--- src/rtl/register_writeback_queue.sv ---
// register_writeback_queue
//   A small FIFO that sits in front of the register file write port. It
//   decouples writeback producers from stalls on the write port and tracks
//   which registers still have a write outstanding.
//
//   Optional feature: define WB_FORWARD_EN to add a read-side forwarding
//   port. It reports whether a queued entry targets the read register and
//   returns the youngest such entry's data.
//
// Ports
//   clk, reset_asynchronous        clock, asynchronous active-high reset
//   inp_valid / out_ready          request handshake (accept on valid & ready)
//   inp_write_address0/_data       request destination and data
//   inp_stall                      holds the register file write port
//   out_write_enable/_address0/_data  register file write port (head entry)
//   out_pending[15:0]              per-register outstanding-write scoreboard
//   out_r15_drop_count[7:0]        saturating count of discarded R15 requests
//   inp_read_address0, out_fwd_hit0, out_fwd_data0   forwarding (WB_FORWARD_EN)
module register_writeback_queue #(
   parameter int W     = 32,
   parameter int DEPTH = 4
) (
   input  logic          clk,
   input  logic          reset_asynchronous,
   input  logic          inp_valid,
   output logic          out_ready,
   input  logic [3:0]    inp_write_address0,
   input  logic [W-1:0]  inp_write_data,
   input  logic          inp_stall,
   output logic          out_write_enable,
   output logic [3:0]    out_write_address0,
   output logic [W-1:0]  out_write_data,
   output logic [15:0]   out_pending,
   output logic [7:0]    out_r15_drop_count
`ifdef WB_FORWARD_EN
   ,
   input  logic [3:0]    inp_read_address0,
   output logic          out_fwd_hit0,
   output logic [W-1:0]  out_fwd_data0
`endif
);

   localparam int PTR_W = $clog2(DEPTH);
   localparam int CNT_W = $clog2(DEPTH + 1);

   logic [3:0]       addr_q [DEPTH];
   logic [3:0]       addr_d [DEPTH];
   logic [W-1:0]     data_q [DEPTH];
   logic [W-1:0]     data_d [DEPTH];
   logic [PTR_W-1:0] head_q, head_d, tail_q, tail_d;
   logic [CNT_W-1:0] count_q, count_d;
   logic [7:0]       drop_q, drop_d;

   logic             accept, push, pop, drop_hit;
   logic [DEPTH-1:0] ent_vld;

   assign out_ready          = (count_q != CNT_W'(DEPTH));
   assign accept             = inp_valid & out_ready;
   // R15 belongs to the PC path: accepted but never queued.
   assign drop_hit           = accept & (inp_write_address0 == 4'hF);
   assign push               = accept & (inp_write_address0 != 4'hF);
   assign out_write_enable   = (count_q != '0) & ~inp_stall;
   assign pop                = out_write_enable;
   assign out_write_address0 = (count_q != '0) ? addr_q[head_q] : 4'h0;
   assign out_write_data     = (count_q != '0) ? data_q[head_q] : '0;
   assign out_r15_drop_count = drop_q;

   // A slot is live when its distance from the head is below the count.
   always_comb begin
      logic [PTR_W-1:0] off;
      ent_vld = '0;
      for (int i = 0; i < DEPTH; i++) begin
         off        = PTR_W'(i) - head_q;
         ent_vld[i] = (CNT_W'(off) < count_q);
      end
   end

   always_comb begin
      out_pending = '0;
      for (int i = 0; i < DEPTH; i++)
         if (ent_vld[i]) out_pending[addr_q[i]] = 1'b1;
      out_pending[15] = 1'b0;
   end

`ifdef WB_FORWARD_EN
   // Walk oldest to youngest so the last match (youngest) wins.
   always_comb begin
      logic [PTR_W-1:0] idx;
      out_fwd_hit0  = 1'b0;
      out_fwd_data0 = '0;
      for (int k = 0; k < DEPTH; k++) begin
         idx = head_q + PTR_W'(k);
         if ((CNT_W'(k) < count_q) && (addr_q[idx] == inp_read_address0)) begin
            out_fwd_hit0  = 1'b1;
            out_fwd_data0 = data_q[idx];
         end
      end
   end
`endif

   always_comb begin
      addr_d  = addr_q;
      data_d  = data_q;
      head_d  = head_q;
      tail_d  = tail_q;
      count_d = count_q;
      drop_d  = drop_q;
      if (push) begin
         addr_d[tail_q] = inp_write_address0;
         data_d[tail_q] = inp_write_data;
         tail_d         = tail_q + 1'b1;
      end
      if (pop) head_d = head_q + 1'b1;
      case ({push, pop})
         2'b10:   count_d = count_q + 1'b1;
         2'b01:   count_d = count_q - 1'b1;
         default: count_d = count_q;
      endcase
      if (drop_hit && (drop_q != 8'hFF)) drop_d = drop_q + 1'b1;
   end

   always_ff @(posedge clk or posedge reset_asynchronous) begin
      if (reset_asynchronous) begin
         head_q  <= '0;
         tail_q  <= '0;
         count_q <= '0;
         drop_q  <= '0;
      end else begin
         head_q  <= head_d;
         tail_q  <= tail_d;
         count_q <= count_d;
         drop_q  <= drop_d;
      end
   end

   // Payload storage needs no reset: every read is qualified by the count.
   always_ff @(posedge clk) begin
      addr_q <= addr_d;
      data_q <= data_d;
   end

endmodule

--- config.mk ---
export PLATFORM = sky130hd
export DESIGN_NAME = register_writeback_queue
export DESIGN_NICKNAME = d
export VERILOG_FILES = /design/src/rtl/register_writeback_queue.sv
export SDC_FILE = /design/constraint.sdc
export NUM_CORES = 1
export LEC_CHECK = 0
export BUFFER_PORTS_ARGS = -buffer_cell sky130_fd_sc_hd__buf_2
export CORE_ASPECT_RATIO = 2
export CORE_MARGIN = 5
export CORE_UTILIZATION = 45
export DETAILED_ROUTE_END_ITERATION = 12
export GPL_TIMING_DRIVEN = 0
export HOLD_SLACK_MARGIN = 0.02
export PLACE_DENSITY = 0.65
export REMOVE_ABC_BUFFERS = 1
export SYNTH_ARGS = -nofsm -noshare
export SYNTH_HDL_FRONTEND = slang
export SYNTH_SLANG_ARGS = --single-unit
--- constraint.sdc ---
create_clock -name clk -period 4.4 [get_ports clk]
set_input_delay 0.66 -clock clk [delete_from_list [all_inputs] [get_ports clk]]
set_output_delay 0.66 -clock clk [all_outputs]
set_load 0.05 [all_outputs]
# == Word level (Yosys, flattened, before mapping) ==
# Index checks and enable logic that the tools add are counted.
# Widths: inputs -> output; s select.
# classes
reduce_logical,8
n_shift,0
n_eq_ne,6
n_addsub,9
n_div,0
bitwise_logic,10
order_cmp,15
mux,27
mul,0
# op_table
op,count
$bwmux 128,1
$mux 32,4
$bmux 32 s2,1
$demux 32 s2,1
$mux 15,4
$or 15x15->15,3
$lt 4x5->1 const B,4
$bwmux 16,1
$demux 1 s4,4
$ge 4x1->1 const B,4
$mux 4,4
$lt 2x3->1,4
$add 8x1->8 const B,1
$bmux 4 s2,1
$demux 4 s2,1
$ne 8x8->1 const B,1
$ge 3x3->1 const B,2
$logic_and 1x1->1,6
$not 2->3,2
$pmux 3 s2,1
$add 2x1->2 const B,2
$and 1x1->1,4
$eq 4x4->1 const B,1
$mux 1,4
other kinds (12),14
# totals
inputBits,40
out_inout_bits,62
rom_bits,0
ff_bits,159
word_cells,87
ramBits,0
memories,0
latchBits,0

# == Depth between registers and ports, before layout ==
# Gate-level depths: netlist (run 1).
# depth
word_depth,11
mapped_depth,11
mapped_depth_nobuf,10

# == Worst setup path before layout (run 1) ==
# Ideal clock, no wire load.
# synth_path
path_type,register to output
startpoint,reg head_q[1]
endpoint,out out_pending[4]
path_stages_with_launch,8
arrival_time_ps,2900
path_buffers,1
required_time_ps,3740
setup_slack_ps,840
path_cell_list,dfrtp_1 clkbuf_1 xnor2_1 inv_1 ha_1 a21oi_2 o21ai_1 o311ai_1
# synth_via
elab_chain_len,9
elab_cells_between_ends,15
cone_classes,add/sub (4); order compare (4); mux (4); bitwise (3)
# synth_lines
item,line_no,text
"start, declared",50,"logic [PTR_W-1:0] head_q, head_d, tail_q, tail_d;"
"start signal, assigned",124,head_q <= '0;
"start signal, assigned",129,head_q <= head_d;
$sub 1x2->2,73,off = PTR_W'(i) - head_q;
$lt 2x3->1,74,ent_vld[i] = (CNT_W'(off) < count_q);
$mux 15,81,if (ent_vld[i]) out_pending[addr_q[i]] = 1'b1;
$or 15x15->15 (no source line),n/a,
$mux 15,81,
$or 15x15->15 (no source line),n/a,
$mux 15,81,
$or 15x15->15 (no source line),n/a,
$mux 15 (*),81,
"end, declared",33,"output logic [15:0] out_pending,"
# Every way passes the cells marked *; elsewhere a longest branch is shown, timed or not.

# == Final worst setup path (run 1) ==
# layout_path
startpoint,reg head_q[0]
endpoint,out out_pending[5]
# Same word-level chain as after synthesis.

==> reports/qor.yml, run 1 <==
timing:
  timing.final.max_slew_violations: 0
  finalHoldViolCount: 0
  finalCritPeriodShare_pct: 89.3
  fin_worst_skew_ps: 7.00
  rsz0062_at_grt: "false"
  finalSetupTns_ps: 0
  tightest_slew_ps: 858
  max_slew_margin_pct: 42.8
  setup_viol: 0
  fmax_mhz: 254
  layout_min_cycle_time_ps: 3930
final_layout:
  fin_nets: 585
  final_cells: 748
  drive_above_1_share_pct: 36.2
  area_growth_pct: 18.9
  n_antenna_cell: 0
  fill_cells: 1299
critical_path:
  rrSetupSlack_ps: 1630
  slowest_stage: "dfrtp_4"
  cp_slowest_stage_delay_ps: 990
  end_kind: "primary output"
  ff2ff_path_depth: 9
  path_class: "flop to primary output"
  cp_data_required_time_ps: 3740
  critPathArrivalTime_ps: 3270
  critPathLaunchType: "flop"
  critPathMaxFanout: 43
  path_cells: "xnor2_1 > ha_1 > nor2b_1 > a31oi_2 > nand3b_1 > o221ai_1 > buf_2"
power_and_ir_drop:
  irDropWorstVdd_mv: 0.537
  leakagePower_nw: 3.08
  power.total_mw: 6.89
  power_density_mw_per_mm2: 810
clock_tree:
  cts_max_level: 4
  cts.sinks: 159
  worstSkewPairLatency_ps: 420
  postCtsHoldBufs: 0
  clockBufferDepth: 2
  cts_tree: "yes"
  clk_pin_slew_ps: 60
  numCtsBuffers: 17
  cts_root_buf: "clkbuf_16"
synthesis:
  synth_most_common_cell: "edfxtp_1"
  synthTopCellsByCount: "144 x edfxtp_1, 50 x nor2b_1, 36 x mux4_2"
  synthCells: 428
  synth_cell_types: 56
  netlist.area_leader.share_pct: 60.4
  async_flop_share_pct: 9.43
  synth_area_leader_cell: "edfxtp_1"
  synth_edf_count: 144
  ys_ff_latch: 159
  ys_seq_area_share_pct: 65.6
  netlist_area_mm2: 0.00716
  yosys-top-cells-area: "edfxtp_1 60%, mux4_2 11%, dfrtp_1 5.2%"
  synth.avg_cell_area_um2: 16.7
  synthFlopType: "edfxtp_1"
  synth-warning-count: 0
run:
  cap_violations: 0
global_route:
  grt_util_met1_pct: 18.3
  overflow: 0
  grt_use_met2_pct: 31.5
  top_usage_layer: "met2"
  antenna_found_initial: 0
  use_met3_pct: 5.08
  grt_pass1_wl_um: 24600
  grt_max_degree: 44
  first_global_vias: 4525
  grt_usage_pct: 17.5
min_path:
  hp-class: "input port to async pin"
floorplan:
  initial_core_util_pct: 45.6
  dieHeight_um: 188
  core-area_mm2: 0.0157
  io_pins: 102
  dieArea_mm2: 0.0187
  rows: 65
  die-width_um: 99.2
route:
  wl_per_cell_um: 20.6
  wl_um: 15400
  vias: 4141
  drt-initial-drc-count: 131
  drc_errors: 0
  viasPerCell: 5.54
  ant_nets: 0
  drtPass1Iterations: 4
status:
  status: "finished clean"
place:
  port_buffers: 100
  dpl.hpwl_um: 10500
  dp.cells: 716
  place_congestion: 0.939
[kinds of logic (layout without fill, tap and decap cells)]
logic type	Yosys count	in the layout	share of synthesized area, %
AOI/OAI and AO/OA	36	36	4.86
DFF	159	159	65.6
xor gates and xnor gates	13	13	1.59
other	1	1	0.0524
adders and majority gates	11	11	2.03
buffers and inverters	34	153	2.36
and+or+nand+nor	136	136	11.7
muxes	38	38	11.7
[area by class of cell]
cell class	instances	area [µm²]	area share, %
Tap cell	201	251	2.95
Clock inverter	14	141	1.66
Sequential cell	159	4700	55.3
Inverter	14	52.6	0.617
Clock buffer	18	429	5.04
Multi-Input combinational cell	235	2300	27.0
Timing Repair Buffer	107	631	7.41
[per-layer routing]
layer,up-vias,share of wire [%]
met3,31,4.6
met1,2085,35
met5,-,0
met2,132,57
li1,1893,-
met4,0,3.3
[cells in the final DEF (no fill, tap or decap), drive strengths merged, types with 2 or more instances in the layout]
master and n:
mux4 36, xnor2 5, buf 107, a32oi 3, and2 4, mux2 2, o21ai 3, nand3 22
and2b 2, and4 3, nor2b 50, ha 10, dfrtp 15, o221ai 3, nor4b 2, nor3 5
a21oi 2, inv 17, o211ai 6, nand2 17, clkinv 5, bufinv 2, a2111oi 3, edfxtp 144
nor2 11, nor4 3, o2111ai 2, xor2 8, clkbuf 18, a22oi 8, clkinvlp 4, nand2b 3
nand4 9
[critical path, delay by kind of cell, from the launching register on]
family | cells | cell delay [ps]
flip-flops | 1 | 990
AO/OA/AOI/OAI | 2 | 780
AND/OR/NAND/NOR | 2 | 340
buffers and inverters | 1 | 310
adder cells (fa/ha/maj) | 1 | 220
XOR/XNOR | 1 | 200
[per-stage QoR]
| step | setup WS (ps) | hold WS, ps | instance area (µm²) | util [%] |
|---|---|---|---|---|
| 2_1_floorplan | -229 | 535 | 7040 | - |
| 3_5_place_dp | 487 | 492 | 7940 | 50.6 |
| 3_3_place_gp | -944 | 485 | 7790 | 49.7 |
| 4_1_cts | 12.8 | 303 | 8510 | 54.2 |
| 6_report | 470 | 307 | 8510 | 54.2 |
| 5_1_grt | 144 | 333 | 8510 | 54.2 |
[final timing paths]
kind                                       start                     to
min reg2reg                out_r15_drop_count[5]  out_r15_drop_count[5]
max reg2reg                           count_q[2]             count_q[2]
max                                    head_q[0]         out_pending[5]
min in group clk               inp_write_data[6]             data_q[70]
min                           reset_asynchronous  out_r15_drop_count[2]
max in group asynchronous     reset_asynchronous              head_q[0]
[sequential cells by signal, indices dropped and copies added, names as in the netlist]
register,cells
addr_q,16
data_q,128
out_r15_drop_count,8
count_q,3
head_q,2
tail_q,2
[power breakdown]
part | leakage [nW] | total [mW] | switching, mW | internal, mW
combinational | 1.31 | 3.20 | 2.15 | 1.04
clock | 0.266 | 1.40 | 0.571 | 0.833
sequential | 1.51 | 2.30 | 0.320 | 1.98
total | 3.08 | 6.89 | 3.04 | 3.85
[repair_timing]
item,4_1_cts,5_1_grt
endpoints found under the setup margin,0,7
buffers inserted,0,0
gates resized for setup,0,1
Power figures use the tool's default switching activity.
==> inputs of run 2 (changes only) <==
Settings changed: BUFFER_PORTS_ARGS -buffer_cell sky130_fd_sc_hd__buf_2 to -buffer_cell sky130_fd_sc_hd__buf_4, CTS_CLUSTER_SIZE set to 24.
==> run 2 against run 1 <==
Effect of this change:
- register-to-register slack got worse by 30 ps
- design area rose by 2.5%
- combinational power increased by 6.9%
- total power rose by 1.8%
- global-route usage is 0.22 points lower
- count of clock-buffer cells in the layout rose by 2
- first-iteration DRC count grew 13%
- critical path depth unchanged
- sequential cell count is the same
- largest cell class unchanged
==> reports/qor.yml, run 2 (same netlist as run 1, synthesis figures left out) <==
status:
  status: "finished clean"
place:
  dp.cells: 715
  dp_slack_ps: 535
  port_buffers: 100
  place_congestion: 0.907
  dpl.hpwl_um: 10500
power_and_ir_drop:
  irDropWorstVdd_mv: 0.439
  pwr-share-seq_pct: 32.6
  power_density_mw_per_mm2: 805
  p_int_mw: 3.99
  power_frac_clock_pct: 18.7
  p_switching_mw: 3.03
  leakagePower_nw: 3.13
  power.total_mw: 7.02
  combPwrFrac_pct: 48.7
  swShare_pct: 43.2
final_layout:
  fin_nets: 584
  fill_cells: 1298
  largest_reg_flops: 128
  area_growth_pct: 21.8
  top_register: "data_q"
  n_antenna_cell: 0
  post-route-util_pct: 55.6
  drive_above_1_share_pct: 35.7
  layout_commonest_cell: "edfxtp_1"
  final_cells: 747
  final_cell_mix: "144 x edfxtp_1, 100 x buf_4, 50 x nor2b_1"
clock_tree:
  cts_root_buf: "clkbuf_16"
  cts_tree: "yes"
  clockBufferDepth: 2
  postCtsHoldBufs: 0
  numCtsBuffers: 17
  cts_max_level: 4
  worstSkewPairLatency_ps: 410
  cts.sinks: 159
  clk_pin_slew_ps: 60
global_route:
  antenna_found_initial: 0
  grt_pass1_wl_um: 24500
  first_global_vias: 4591
  grt_usage_pct: 17.3
  overflow: 0
  grt_max_degree: 44
run:
  cap_violations: 0
critical_path:
  path_class: "flop to primary output"
  crit-reg2reg-capture: "count_q[1]"
  end_kind: "primary output"
  critPathLaunchType: "flop"
  worstReg2RegStart: "count_q[2]"
  rrSetupSlack_ps: 1600
  critPathMaxFanout: 43
  ff2ff_path_depth: 6
  cp_data_required_time_ps: 3740
  critPathArrivalTime_ps: 3220
route:
  wl_per_cell_um: 20.5
  vias: 4149
  wl_um: 15300
  drtPass1Iterations: 6
  drc_errors: 0
  drt-initial-drc-count: 148
  ant_nets: 0
  viasPerCell: 5.55
floorplan:
  dieArea_mm2: 0.0187
  io_pins: 102
  dieHeight_um: 188
  core-area_mm2: 0.0157
  initial_core_util_pct: 45.6
  die-width_um: 99.2
  rows: 65
timing:
  finalHoldViolCount: 0
  fin_worst_skew_ps: 6.96
  fmax_mhz: 258
  max_slew_margin_pct: 36.7
  tightest_slew_ps: 946
  setup_viol: 0
  fin_ws_ps: 520
  timing.final.max_slew_violations: 0
  finalCritPeriodShare_pct: 88.2
  layout_min_cycle_time_ps: 3880
  hold_ws_ps: 309
  rsz0062_at_grt: "false"
min_path:
  hp-class: "input port to async pin"
run 2: cell count changes in the layout (fill, tap and decap cells not counted), sizes merged:
cell,delta
clkinv,+1
clkbuf,+2
inv,-2
bufinv,-1
buf,-1
run 2: stage by stage:
stage	instance area, µm²	TNS [ps]
after detailed placement	8180	0
after global placement	8050	-10470
after global routing	8720	0
final	8720	0
after CTS	8710	0
after floorplan	7040	-856
run 2: worst max-delay path by stage:
stage | from | end | slack [ps] | depth (start not counted)
global route | head_q[0] | out_pending[5] | 250 | 7
global placement | head_q[0] | out_pending[5] | -850 | 6
finish | head_q[0] | out_pending[5] | 520 | 7
detailed placement | head_q[0] | out_pending[5] | 530 | 6
floorplan | head_q[0] | out_pending[4] | -230 | 6
CTS | head_q[0] | out_pending[5] | 60 | 6
run 2: layout make-up:
| class | count | area, µm² | share of cell area (%) |
|---|---|---|---|
| clock inverters | 12 | 95.1 | 1.09 |
| repair buffers | 106 | 878 | 10.1 |
| multi-input cells | 235 | 2300 | 26.4 |
| flip-flops and latches | 159 | 4700 | 53.9 |
| inverters | 14 | 52.6 | 0.603 |
| clock buffers | 20 | 437 | 5.01 |
| well taps | 201 | 251 | 2.88 |
run 2: what timing repair did:
action	CTS	global route
endpoints found under the setup margin	0	3
endpoints found under the hold margin	0	0
resized for setup	0	1
buffers inserted	0	0
run 2: critical path, cell delays in order (launching register included):
cell	delay, ps
dfrtp_4	980
xnor2_1	220
ha_1	230
nor2b_1	130
a31oi_2	560
nand3b_1	220
o221ai_1	220
buf_4	230
run 2: power by group through the flow:
stage / Sequential [mW] / Clock (mW) / Combinational, mW
finish: 2.29 / 1.31 / 3.42
global route: 2.34 / 1.41 / 3.61
CTS: 2.30 / 1.34 / 3.46
detailed placement: 2.33 / 0 / 3.45
global placement: 2.37 / 0 / 3.31
floorplan: 2.30 / 0 / 2.38
run 2: metal layers:
layer,up-vias,wire length [µm],global-route usage (%)
li1,1885,-,-
met1,2119,5410,18.1
met2,115,8730,31.9
met3,30,658,4.11
met4,0,503,7.79
met5,-,0,0
